==> src/rtl/serial_mag_comp_ctrl.sv <==
// MSB-first serial magnitude comparator controller.
// Drives one bit pair per cycle into a shared 1-bit comparator.
module serial_mag_comp_ctrl #(
  parameter int WIDTH = 8,
  parameter int CW    = $clog2(WIDTH + 1)
) (
  input  logic             clk,
  input  logic             rst_n,
  input  logic             start,
  input  logic [WIDTH-1:0] a_in,
  input  logic [WIDTH-1:0] b_in,
  output logic             bit_a,
  output logic             bit_b,
  input  logic             cmp_lt,
  input  logic             cmp_eq,
  input  logic             cmp_gt,
  output logic             busy,
  output logic             done,
  output logic             LT,
  output logic             EQ,
  output logic             GT,
  output logic             err,
  output logic [CW-1:0]    nbits
);

  localparam int IW = (WIDTH > 1) ? $clog2(WIDTH) : 1;

  localparam logic [1:0] IDLE = 2'd0;
  localparam logic [1:0] SCAN = 2'd1;
  localparam logic [1:0] DONE = 2'd2;

  generate
    if (WIDTH < 2 || WIDTH > 32) begin : g_bad_width
      $error("serial_mag_comp_ctrl: WIDTH must be 2..32");
    end
  endgenerate

  logic [1:0]       state;
  logic [IW-1:0]    idx;
  logic [WIDTH-1:0] a_reg;
  logic [WIDTH-1:0] b_reg;

  // Outside SCAN the comparator sees bit 0 so its inputs stay quiet.
  assign bit_a = (state == SCAN) ? a_reg[idx] : a_reg[0];
  assign bit_b = (state == SCAN) ? b_reg[idx] : b_reg[0];
  assign busy  = (state != IDLE);

  always_ff @(posedge clk or negedge rst_n) begin
    if (!rst_n) begin
      state <= IDLE;
      idx   <= '0;
      a_reg <= '0;
      b_reg <= '0;
      done  <= 1'b0;
      LT    <= 1'b0;
      EQ    <= 1'b0;
      GT    <= 1'b0;
      err   <= 1'b0;
      nbits <= '0;
    end else begin
      done <= 1'b0;
      case (state)
        IDLE: begin
          if (start) begin
            a_reg <= a_in;
            b_reg <= b_in;
            idx   <= IW'(WIDTH - 1);
            nbits <= '0;
            LT    <= 1'b0;
            EQ    <= 1'b0;
            GT    <= 1'b0;
            err   <= 1'b0;
            state <= SCAN;
          end
        end
        SCAN: begin
          nbits <= nbits + CW'(1);
          case ({cmp_lt, cmp_eq, cmp_gt})
            3'b100: begin
              LT    <= 1'b1;
              done  <= 1'b1;
              state <= DONE;
            end
            3'b001: begin
              GT    <= 1'b1;
              done  <= 1'b1;
              state <= DONE;
            end
            3'b010: begin
              if (idx == '0) begin
                EQ    <= 1'b1;
                done  <= 1'b1;
                state <= DONE;
              end else begin
                idx <= idx - IW'(1);
              end
            end
            default: begin
              err   <= 1'b1;
              done  <= 1'b1;
              state <= DONE;
            end
          endcase
        end
        DONE: begin
          state <= IDLE;
        end
        default: begin
          state <= IDLE;
        end
      endcase
    end
  end

endmodule

==> config.mk <==
export PLATFORM = sky130hd
export DESIGN_NAME = serial_mag_comp_ctrl
export DESIGN_NICKNAME = d
export VERILOG_FILES = /design/src/rtl/serial_mag_comp_ctrl.sv
export SDC_FILE = /design/constraint.sdc
export NUM_CORES = 1
export LEC_CHECK = 0
export CAP_MARGIN = 40
export CORE_MARGIN = 4
export CORE_UTILIZATION = 35
export DETAILED_ROUTE_END_ITERATION = 6
export SYNTH_ARGS = -nofsm -noshare
export SYNTH_HDL_FRONTEND = slang
export SYNTH_SLANG_ARGS = --single-unit
==> constraint.sdc <==
create_clock -name clk -period 1.85 [get_ports clk]
set_clock_uncertainty 0.15 [all_clocks]
set_input_delay 0.2775 -clock clk [delete_from_list [all_inputs] [get_ports clk]]
set_output_delay 0.2775 -clock clk [all_outputs]
set_load 0.03 [all_outputs]
==> reports/results.txt <==
GRT overflow: 0
CTS sink count: 30
die area: 5180 µm²
total track usage: 13.9%
n_diodes: 0
CTS buffer count: 5
peak supply drop: 0.000686 V
Via-to-Cell Ratio: 4.68
register share of total power: 36.0%
CP Data Arrival Time: 1.57 ns
Synth Area in Compound Gates: 8.29%
global-route wire length before repair: 5610 µm
Reg-to-Reg End: idx[0]
total number of vias: 1143
Clk Latency, worst-skew pair: 0.28 ns
root buffer cell: clkbuf_8
dpl ws: -0.405 ns
cell area after synthesis: 1430 µm²
final-report hold violation count: 0
io pins: 34
post-DP HPWL: 2280 µm
number of port buffers: 33
Yosys warnings: 0
area of the core region: 3970 µm²
Initial DRC Count: 31
Pint: 1850 µW
wire per inst: 12.7 µm
Psw: 1160 µW
Layout Utilization: 50.0%
H-tree depth: 2
XOR/XNOR Fraction of Synth Area: 0.611%
Area Overhead vs Synth: 38.6%
ANT nets after route: 0
worst relative slew slack: 74.0%
worst-path fanout max: 5
DRT Pass-1 Iters: 4
CP Class: reg2out
Worst-path clk slew: 0.06 ns
fmax: 0.499 GHz
DIE WIDTH: 72.0 µm
Netlist cell types: 29
minimum clock period: 2.00 ns
Final setup viols: 2
overall routed net length: 3100 µm
initial antenna violation count: 0
synthesized net count: 167
Leak: 0.000986 µW
power per cell area: 1510 nW/µm²
Final Cycle Share: 108%
Yosys reg bits: 30
Area after DPL: 1910 µm²
CTS tree: built
register area share after synthesis: 52.4%
status: finished, violations left
max-slew violations: 0
Clock Path Buffers: 2
Cells after Synth: 142
Synth Area in Adders: 2.62%
Layout Nets: 218
Total Power: 3000 µW
Worst EP required: 1.42 ns
Die Span Y: 72.0 µm
Hold Buf Count CTS: 0
row count: 23
Final Cell Area: 1990 µm²
RR Startpoint: idx[1]
largest family of logic cells by synthesized area: simple AND/OR/NAND/NOR gates
Comb pwr share: 46.0%
violated checks: setup timing
fill count: 393
GP Congestion: 0.756
unrepaired setup endpoints after global routing: yes
worst-margin pin slew: 0.389 ns
switching portion of total power: 38.5%
final setup margin: -0.152 ns
startpoint types: flip-flop
Post-route DRC: 0
internal reg-to-reg setup slack: 0.17 ns
setup TNS: -0.299 ns
Setup crit end kind: primary output
worst r2r path cells: 7
max_cap viols: 0
syn avg cell area: 10.1 µm²
Hold Path Class: in2async
initial core utilization: 36.1%
vias in the first global route: 1249
Post-Synth Simple-Gate Area: 23.9%
layout cell share with drive strength beyond 1: 19.1%
largest net degree at the start of global routing: 31
mux contribution to synthesized area: 8.03%
power share of the clock group: 18.0%
critical path: stages, from the launching register on:
cell,delay (ns)
dfrtp_2,0.44
mux4_2,0.51
nand2_1,0.08
a31oi_1,0.09
buf_4,0.18
cells in the mapped netlist, drive strengths merged:
cell | n | area share (%)
buf | 5 | 2.6
a32o | 1 | 0.70
mux4 | 4 | 7.3
and2b | 1 | 0.52
dfrtp | 30 | 52
xor2 | 1 | 0.61
nand2 | 58 | 15
a21oi | 2 | 0.96
o41ai | 1 | 0.61
clkbuf | 1 | 0.26
o21ai | 5 | 1.7
and3 | 1 | 0.44
o21a | 1 | 0.52
mux2i | 1 | 0.70
a31oi | 2 | 0.87
a2bb2oi | 1 | 1.0
nand3 | 3 | 1.0
nand4 | 1 | 0.44
nor2 | 8 | 2.8
nand2b | 2 | 0.87
inv | 5 | 1.3
a22o | 2 | 1.2
ha | 3 | 2.6
nor3b | 2 | 2.6
a41oi | 1 | 0.61
layer usage:
metal,share of wire (%),routed length [µm],track usage [%]
met2,51,1580,24.7
met1,41,1280,15.9
met5,0,0,0
met4,1.5,48,5.01
met3,6.5,203,3.74
worst max-delay path by stage:
| stage | startpoint | endpoint | slack [ns] |
|---|---|---|---|
| global route | idx[1] | bit_b | -0.28 |
| CTS | idx[1] | bit_a | -0.17 |
| finish | idx[1] | bit_a | -0.15 |
| detailed placement | idx[1] | bit_a | -0.41 |
| floorplan | idx[1] | bit_a | 0.006 |
| global placement | idx[1] | bit_b | -0.39 |
through the flow:
| step | hold WS (ns) | cells |
|---|---|---|
| global route | 0.279 | 244 |
| global placement | 0.307 | 235 |
| finish | 0.246 | 244 |
| CTS | 0.253 | 244 |
| floorplan | -0.168 | 142 |
| detailed placement | 0.310 | 235 |
final cells by class:
class / instances / area [µm²] / share of cell area, %
inverters: 5 / 18.8 / 0.945
well taps: 50 / 62.6 / 3.15
flip-flops and latches: 30 / 752 / 37.8
clock inverters: 1 / 5.00 / 0.252
clock buffers: 7 / 86.3 / 4.35
repair buffers: 50 / 454 / 22.9
multi-input cells: 101 / 608 / 30.6
power groups by stage:
stage | clock, µW | sequential, µW | combinational (µW)
after floorplan | 0 | 1190 | 743
after global placement | 0 | 1080 | 1400
after detailed placement | 0 | 1090 | 1420
after CTS | 560 | 1090 | 1410
after global routing | 587 | 1130 | 1530
final | 540 | 1080 | 1380
what timing repair did:
action | CTS | global route
gates cloned | 0 | 0
pin swaps | 5 | 3
buffers inserted | 1 | 0
endpoints found under the setup margin | 3 | 3
resized for setup | 20 | 1
layout by cell type (no fill, tap or decap), types with 2 or more instances in the layout:
cell,instances
nand2_1,58
dfrtp_1,29
clkdlybuf4s50_1,29
buf_4,19
nor2_1,6
clkbuf_8,6
inv_1,5
o21ai_0,5
mux4_2,4
nand3_1,3
ha_1,3
a31oi_1,2
nand2b_1,2
nor3b_4,2
a22o_1,2
logic make-up after synthesis:
kind of cell    after synthesis
compound gates               16
xor+xnor                      1
fa+ha+maj                     3
buf+inv                      11
flops                        30
mux                           5
simple gates                 76
Power figures use the tool's default switching activity.
